$ cat config.mk
export PLATFORM = sky130hd
export DESIGN_NAME = ccff_chain_loader
export DESIGN_NICKNAME = d
export VERILOG_FILES = /design/src/rtl/ccff_chain_loader.sv
export SDC_FILE = /design/constraint.sdc
export NUM_CORES = 1
export LEC_CHECK = 0
export ABC_AREA = 1
export BUFFER_PORTS_ARGS = -buffer_cell sky130_fd_sc_hd__buf_2
export CAP_MARGIN = 20
export CORE_UTILIZATION = 39
export DETAILED_ROUTE_END_ITERATION = 10
export GPL_TIMING_DRIVEN = 0
export PLACE_DENSITY = 0.66
export SLEW_MARGIN = 25
export SYNTH_ARGS = -nofsm -noshare
export SYNTH_HDL_FRONTEND = slang
export SYNTH_SLANG_ARGS = --single-unit
$ cat constraint.sdc
create_clock -name prog_clk -period 7.9 [get_ports prog_clk]
set_clock_uncertainty 0.05 [all_clocks]
set_input_delay 0.395 -clock prog_clk [delete_from_list [all_inputs] [get_ports prog_clk]]
set_output_delay 0.395 -clock prog_clk [all_outputs]
set_load 0.1 [all_outputs]
$ cat src/rtl/ccff_chain_loader.sv
// Configuration-chain loader: serialises a byte stream LSB first into the ccff scan chain,
// then recirculates the chain once and compares CRC-8 of the loaded and returned streams.
module ccff_chain_loader #(
  parameter int CHAIN_LEN = 12,
  parameter int CNT_W     = 16
) (
  input  logic       prog_clk,
  input  logic       prog_reset_n,
  input  logic       start,
  input  logic       cfg_valid,
  output logic       cfg_ready,
  input  logic [7:0] cfg_data,
  output logic       ccff_head,
  output logic       ccff_shift_en,
  input  logic       ccff_tail,
  output logic       busy,
  output logic       done,
  output logic       error
);

  typedef enum logic [2:0] {
    S_IDLE,
    S_LOAD,
    S_VERIFY,
    S_CHECK,
    S_DONE
  } state_e;

  localparam logic [CNT_W-1:0] LAST_BIT   = CNT_W'(CHAIN_LEN - 1);
  localparam logic [CNT_W:0]   TOTAL_BITS = (CNT_W+1)'(CHAIN_LEN);
  localparam logic [CNT_W:0]   BYTE_BITS  = (CNT_W+1)'(8);

  // CRC-8, polynomial 0x07, one bit per call.
  function automatic logic [7:0] crc8_step(input logic [7:0] crc, input logic din);
    logic fb;
    fb = crc[7] ^ din;
    return {crc[6:0], 1'b0} ^ (fb ? 8'h07 : 8'h00);
  endfunction

  state_e           state_q;
  logic [CNT_W-1:0] bit_cnt_q;
  logic [7:0]       buf_q;
  logic [3:0]       buf_cnt_q;
  logic [7:0]       crc_in_q;
  logic [7:0]       crc_out_q;
  logic             head_q;
  logic             error_q;

  logic             in_load;
  logic             in_verify;
  logic             load_shift;
  logic             accept;
  logic [CNT_W:0]   unbuffered;
  logic [3:0]       take_cnt;

  assign in_load   = (state_q == S_LOAD);
  assign in_verify = (state_q == S_VERIFY);

  // Chain bits neither shifted yet nor sitting in the byte buffer.
  assign unbuffered = TOTAL_BITS - {1'b0, bit_cnt_q} - {{(CNT_W-3){1'b0}}, buf_cnt_q};
  assign take_cnt   = (unbuffered >= BYTE_BITS) ? 4'd8 : unbuffered[3:0];

  assign load_shift    = in_load && (buf_cnt_q != 4'd0);
  assign cfg_ready     = in_load && (buf_cnt_q <= 4'd1) && (unbuffered != '0);
  assign accept        = cfg_valid && cfg_ready;
  assign ccff_shift_en = load_shift || in_verify;

  assign busy  = in_load || in_verify || (state_q == S_CHECK);
  assign done  = (state_q == S_DONE);
  assign error = error_q;

  always_comb begin
    // NOTE: default first so every path assigns ccff_head and no latch is inferred.
    ccff_head = head_q;
    if (in_verify) begin
      ccff_head = ccff_tail;
    end else if (load_shift) begin
      ccff_head = buf_q[0];
    end
  end

  // NOTE: non-blocking assignments throughout so every register samples pre-edge values.
  always_ff @(posedge prog_clk or negedge prog_reset_n) begin
    if (!prog_reset_n) begin
      state_q   <= S_IDLE;
      bit_cnt_q <= '0;
      buf_q     <= '0;
      buf_cnt_q <= '0;
      crc_in_q  <= '0;
      crc_out_q <= '0;
      head_q    <= 1'b0;
      error_q   <= 1'b0;
    end else begin
      // Remembered so the head line holds steady through source stalls.
      if (ccff_shift_en) begin
        head_q <= ccff_head;
      end

      case (state_q)
        S_IDLE, S_DONE: begin
          if (start) begin
            state_q   <= S_LOAD;
            bit_cnt_q <= '0;
            buf_q     <= '0;
            buf_cnt_q <= '0;
            crc_in_q  <= '0;
            crc_out_q <= '0;
            error_q   <= 1'b0;
          end
        end

        S_LOAD: begin
          // A byte accepted while one bit remains replaces it as that bit shifts out.
          if (accept) begin
            buf_q     <= cfg_data;
            buf_cnt_q <= take_cnt;
          end else if (load_shift) begin
            buf_q     <= buf_q >> 1;
            buf_cnt_q <= buf_cnt_q - 4'd1;
          end

          if (load_shift) begin
            crc_in_q <= crc8_step(crc_in_q, buf_q[0]);
            if (bit_cnt_q == LAST_BIT) begin
              state_q   <= S_VERIFY;
              bit_cnt_q <= '0;
            end else begin
              bit_cnt_q <= bit_cnt_q + CNT_W'(1);
            end
          end
        end

        S_VERIFY: begin
          crc_out_q <= crc8_step(crc_out_q, ccff_tail);
          if (bit_cnt_q == LAST_BIT) begin
            state_q <= S_CHECK;
          end else begin
            bit_cnt_q <= bit_cnt_q + CNT_W'(1);
          end
        end

        S_CHECK: begin
          error_q <= (crc_in_q != crc_out_q);
          state_q <= S_DONE;
        end

        default: begin
          state_q <= S_IDLE;
        end
      endcase
    end
  end

endmodule

==> results of run 1 <==
==> metal layers <==
metal / routed length, µm / share of wire [%] / global-route usage, % / vias up
li1: - / - / - / 1920
met1: 4556 / 52 / 24.33 / 1651
met2: 3901 / 44 / 26.99 / 57
met3: 241 / 2.7 / 2.014 / 6
met4: 102 / 1.2 / 5.306 / 0
met5: 0 / 0 / 0 / -
==> worst max-delay path, cell delays in order (launching register included) <==
cell	delay [ns]
dfrtp_1	0.43
ha_1	0.28
inv_1	0.06
ha_1	0.18
inv_1	0.06
fa_1	0.40
inv_1	0.10
nand3_1	0.08
nand2_1	0.14
nand2_1	0.09
nand2_1	0.08
nand2_1	0.08
nand3_1	0.09
nand2_1	0.06
nor2_2	0.23
nand2_1	0.08
nor2_1	0.13
nor2_2	0.07
buf_6	0.15
buf_2	0.29
==> power breakdown <==
| group | switching [mW] | internal (mW) |
|---|---|---|
| Sequential | 0.0501 | 0.312 |
| Combinational | 0.550 | 0.237 |
| Clock | 0.0951 | 0.0642 |
| Total | 0.695 | 0.614 |
==> kinds of logic (layout without fill, tap and decap cells) <==
logic type,Yosys count,after routing,share of synthesized area [%]
AOI/OAI and AO/OA,64,64,9.184
xor gates and xnor gates,5,5,1.086
adders and majority gates,41,41,12.91
buffers and inverters,107,133,10.49
DFF,49,49,30.41
and+or+nand+nor,319,319,35.93
==> synthesized netlist by cell type, drive strengths merged <==
cell,number
xnor2,2
and2,2
fa,1
nor4,1
nand2,188
a21oi,22
nor3,7
ha,40
buf,5
o21a,1
xor2,3
dfrtp,49
o21ai,22
clkinv,1
o21bai,2
a31oi,1
inv,99
o22ai,14
a211oi,1
o211ai,1
nand3,56
nand4,18
clkbuf,2
nor2,46
nor3b,1
==> flip-flops by register name (all words and copies together), names as in the netlist <==
signal	cells
bit_cnt_q	16
buf_cnt_q	4
buf_q	8
crc_in_q	8
crc_out_q	8
error	1
head_q	1
state_q	3
==> worst min-delay path by stage <==
stage / endpoint / slack [ns] / cells past startpoint
2_1_floorplan: bit_cnt_q[0]$_DFFE_PN0P_ / 0.05 / 0
3_3_place_gp: buf_q[7]$_DFFE_PN0P_ / 0.41 / 2
3_5_place_dp: buf_q[7]$_DFFE_PN0P_ / 0.41 / 2
4_1_cts: bit_cnt_q[10]$_DFFE_PN0P_ / 0.07 / 1
5_1_grt: crc_out_q[0]$_DFFE_PN0P_ / 0.1 / 1
6_report: bit_cnt_q[12]$_DFFE_PN0P_ / 0.05 / 1
==> final cells by class <==
cell class,count,area share [%]
multi-input combinational,429,54.35
inverter,100,8.616
timing repair buffer,18,2.111
tap,133,3.795
sequential,49,27.96
buffer,7,1.027
clock buffer,5,1.569
clock inverter,3,0.5706
==> through the flow <==
stage	setup WS [ns]	total power, mW
3_3_place_gp	4.386	1.132
2_1_floorplan	4.944	0.9879
3_5_place_dp	4.349	1.151
6_report	4.051	1.309
4_1_cts	4.000	1.316
5_1_grt	3.661	1.437
==> layout by cell type (no fill, tap or decap), types with 4 or more instances in the layout <==
cell        n
dfrtp_1    49
inv_1      94
inv_2       4
a21oi_1    19
o21ai_0    19
clkbuf_8    5
o22ai_1    14
nand2_1   184
nor3_1      4
nor2_1     39
nand4_1    17
nand3_1    53
ha_1       40
buf_2      17
==> flow_summary.toml, run 1 <==
[run]
maxCapViolCount = 0

[logic_synthesis]
synth.distinct_cells = 42
synth_cells = 585
ys_seq_area_share_pct = 30.41
synth_top_area_share_pct = 30.41
postSynthAreaPerCell_um2 = 6.893
syn_nets = 639
ys_top_cells_by_area = "dfrtp_1 30%, nand2_1 17%, ha_1 12%, inv_1 8.7%, nand3_1 6.6%"
syn-cell-area_mm2 = 0.004033
ys_seq_elements = 49
ys_warn_count = 0
yosysTopAreaCell = "dfrtp_1"

[final_layout]
regArea_mm2 = 0.001226
fin_util_pct = 44.26
antenna_cells = 0
drive_above_1_share_pct = 9.002
multi_input_area_mm2 = 0.002384
final_cells = 744
area_growth_pct = 8.750
fill_cells = 1018
fin_area_mm2 = 0.004385
num-nets-final = 664

[sta]
slew_violations = 0
period_minus_slack_ns = 3.849
slew_headroom_pct = 57.50
tightest_slew_ns = 0.6374
setup_viol = 0
rsz0062_at_grt = "false"
finalCritPeriodShare_pct = 48.73
max_freq_mhz = 259.8
hold_slack_ns = 0.05059
hold_viol_final = 0
finalSetupTns_ns = 0

[clocking]
hold_buffers = 0
cts_inserted_buffers = 5
cts_tree = "built"
cts_max_level = 2
clk_pin_slew_ns = 0.10
cts_setup_buffers = 0
clockRootBuffer = "clkbuf_8"
cts_resized = 0
clk_latency_ns = 0.31
cts_sinks = 49
clk_path_buf_depth = 2

[detailed_routing]
drt-initial-drc-count = 185
wl_um = 8802
drtPass1Iterations = 4
ant_nets = 0
viasPerCell = 4.884
routedWlPerCell_um = 11.83
num_vias = 3634
drc_errors = 0

[grt]
grt_start_max_net_pins = 50
grtUsageTotal_pct = 17.09
overflow = 0
grt_pass1_wl_um = 15360
antenna_found_initial = 0
grt_pass1_vias = 3300

[pwr]
ir_worst_vdd_mv = 0.1288
power_density_mw_per_mm2 = 298.4
power_leakage_nw = 2.392

[setup_path]
r2r_cells = 22
worstSetupStartpoint = "buf_cnt_q[1]$_DFFE_PN0P_"
worstSetupEndpointType = "output pin"
crit_end = "cfg_ready"
startpoint_type = "flop"
required_ns = 7.46
ff2ff_setup_slack_ns = 4.68
reg2reg_to = "buf_cnt_q[2]$_DFFE_PN0P_"
criticalPathCategory = "flop to output pin"
r2r_start = "buf_cnt_q[1]$_DFFE_PN0P_"
cp.arrival_ns = 3.40
crit_fanout = 10

[die]
dieArea_mm2 = 0.01075
std_cell_rows = 36
ios = 19
die_x_um = 103.7
die_h_um = 103.7
floorplan.initialDensity_pct = 40.69
core_region_area_mm2 = 0.009910

[place]
place_congestion = 0.8799
dp.cells = 736
io_buffers = 18
dp_hpwl_um = 7038
dpl_cell_area_mm2 = 0.004292

[run_status]
status = "completed"

[hold_path]
worstHoldPathType = "input pin to asynchronous set/reset pin"
Power figures use the tool's default switching activity.
==> run 2: changes to the inputs <==
==> constraint.sdc (replaced) <==
create_clock -name prog_clk -period 3.59 [get_ports prog_clk]
set_clock_uncertainty 0.05 [all_clocks]
set_input_delay 0.1795 -clock prog_clk [delete_from_list [all_inputs] [get_ports prog_clk]]
set_output_delay 0.1795 -clock prog_clk [all_outputs]
set_load 0.1 [all_outputs]
==> run 2 against run 1 <==
  * Critical path depth is the same
  * Register-to-register slack lost 4.3 ns
  * Flip-flop and latch count stayed put
  * Worst setup slack lost 3.9 ns
  * Die area did not move
  * Sequential power increased by 120%
  * Cell count up 0.81%
  * Cell area increased by 2.1%
  * Critical endpoint unchanged
  * Largest cell class unchanged
  * Largest power group unchanged
==> flow_summary.toml, run 2 (synthesis gave the netlist of run 1 again) <==
[final_layout]
antenna_cells = 0
regMostFlops = "bit_cnt_q"
fill_cells = 1011
largest_reg_flops = 16
layout_commonest_cell = "nand2_1"
area_growth_pct = 10.98
num-nets-final = 670
fin_area_mm2 = 0.004476
drive_above_1_share_pct = 10.53
final_cell_mix = "182 x nand2_1, 94 x inv_1, 53 x nand3_1"

[setup_path]
worstSetupEndpointType = "output pin"
cp.arrival_ns = 3.16
criticalPathCategory = "flop to output pin"
required_ns = 3.36
crit_fanout = 10
startpoint_type = "flop"

[grt]
antenna_found_initial = 0
grtUsageTotal_pct = 17.09
grt_pass1_vias = 3300
overflow = 0
grt_start_max_net_pins = 50
grt_pass1_wl_um = 15360

[clocking]
cts_max_level = 2
clk_pin_slew_ns = 0.10
cts_inserted_buffers = 5
clk_path_buf_depth = 2
cts_sinks = 49
clockRootBuffer = "clkbuf_8"
clk_latency_ns = 0.31
cts_tree = "built"

[sta]
finalCritPeriodShare_pct = 94.43
setup_viol = 0
finalSetupTns_ns = 0
period_minus_slack_ns = 3.390
slew_violations = 0
hold_viol_final = 0
max_freq_mhz = 295.0
tightest_slew_ns = 0.6388
slew_headroom_pct = 57.41

[die]
ios = 19
die_h_um = 103.7
core_region_area_mm2 = 0.009910
dieArea_mm2 = 0.01075
std_cell_rows = 36
die_x_um = 103.7
floorplan.initialDensity_pct = 40.69

[detailed_routing]
drtPass1Iterations = 5
routedWlPerCell_um = 11.98
drc_errors = 0
ant_nets = 0
wl_um = 8988
viasPerCell = 4.933
drt-initial-drc-count = 198
num_vias = 3700

[place]
dp_hpwl_um = 7038
place_congestion = 0.8799
dpl_cell_area_mm2 = 0.004292
io_buffers = 18

[pwr]
power_leakage_nw = 2.424
ir_worst_vdd_mv = 0.3242
power_density_mw_per_mm2 = 668.8

[hold_path]
worstHoldPathType = "input pin to flop"

[run]
maxCapViolCount = 0

[run_status]
status = "completed"
-- run 2: changes by cell type in the layout (fill, tap and decap cells not counted), sizes merged --
cell         previous run  this run
dlygate4sd3             0         1
buf                    23        28
-- run 2: repair_timing --
item,CTS,global route
gates resized for setup,2,10
endpoints found under the setup margin,1,1
pin swaps,0,4
setup buffers,0,5
hold endpoints to repair,49,0
hold buffers,1,0
-- run 2: worst max-delay path: stages, from the launching register on --
cell and delay (ns):
dfrtp_1 0.43, ha_1 0.29, inv_1 0.06, ha_2 0.17, inv_1 0.05, fa_2 0.35
inv_1 0.09, nand3_1 0.10, nand2_2 0.12, nand2_1 0.10, nand2_2 0.08, nand2_1 0.08
nand3_1 0.09, nand2_1 0.09, nor2_4 0.14, nand2_1 0.08, nor2_2 0.15, nor2_4 0.06
buf_6 0.16, buf_12 0.16
-- run 2: area by class of cell --
class                      instances  area, µm²  share of cell area, %
buffer                             7      45.04                  1.006
clock buffer                       5      68.82                  1.538
clock inverter                     3      25.02                 0.5591
inverter                         100      377.9                  8.443
multi-input combinational        429       2411                  53.87
sequential                        49       1226                  27.40
tap                              133      166.4                  3.718
timing repair buffer              24      155.1                  3.467
-- run 2: metrics by stage --
step / power [mW] / hold slack (ns) / util (%) / instances / worst slack [ns]
6_report: 2.993 / 0.04969 / 45.16 / 750 / 0.2001
2_1_floorplan: 2.174 / -0.1661 / - / 585 / 0.6894
4_1_cts: 2.908 / 0.04380 / 44.43 / 745 / 0.01418
3_3_place_gp: 2.491 / 0.3732 / 43.28 / 736 / 0.2911
3_5_place_dp: 2.533 / 0.2037 / 43.31 / 736 / 0.2546
5_1_grt: 3.270 / 0.04873 / 45.16 / 750 / -0.03257
-- run 2: path summary, 6_finish.rpt --
path / startpoint / to / slack (ns) / cells past startpoint
max reg2reg: buf_cnt_q[1]$_DFFE_PN0P_ / buf_q[3]$_DFFE_PN0P_ / 0.36 / 21
min in group asynchronous: prog_reset_n / bit_cnt_q[12]$_DFFE_PN0P_ / 0.38 / 2
max: buf_cnt_q[1]$_DFFE_PN0P_ / cfg_ready / 0.20 / 19
max in group asynchronous: prog_reset_n / buf_cnt_q[1]$_DFFE_PN0P_ / 2.69 / 2
min reg2reg: buf_q[7]$_DFFE_PN0P_ / buf_q[7]$_DFFE_PN0P_ / 0.43 / 2
min: cfg_data[7] / buf_q[7]$_DFFE_PN0P_ / 0.05 / 3
-- run 2: per-layer routing --
| layer | global-route usage (%) | wire length [µm] | vias up | part of all wire, % |
|---|---|---|---|---|
| li1 | - | - | 1933 | - |
| met1 | 24.33 | 4655 | 1702 | 52 |
| met2 | 26.99 | 4012 | 59 | 45 |
| met3 | 2.014 | 218 | 6 | 2.4 |
| met4 | 5.306 | 102 | 0 | 1.1 |
| met5 | 0 | 0 | - | 0 |
-- run 2: report_power, final --
group	switching (mW)	internal (mW)
registers	0.110	0.687
clock network	0.209	0.141
logic	1.25	0.595
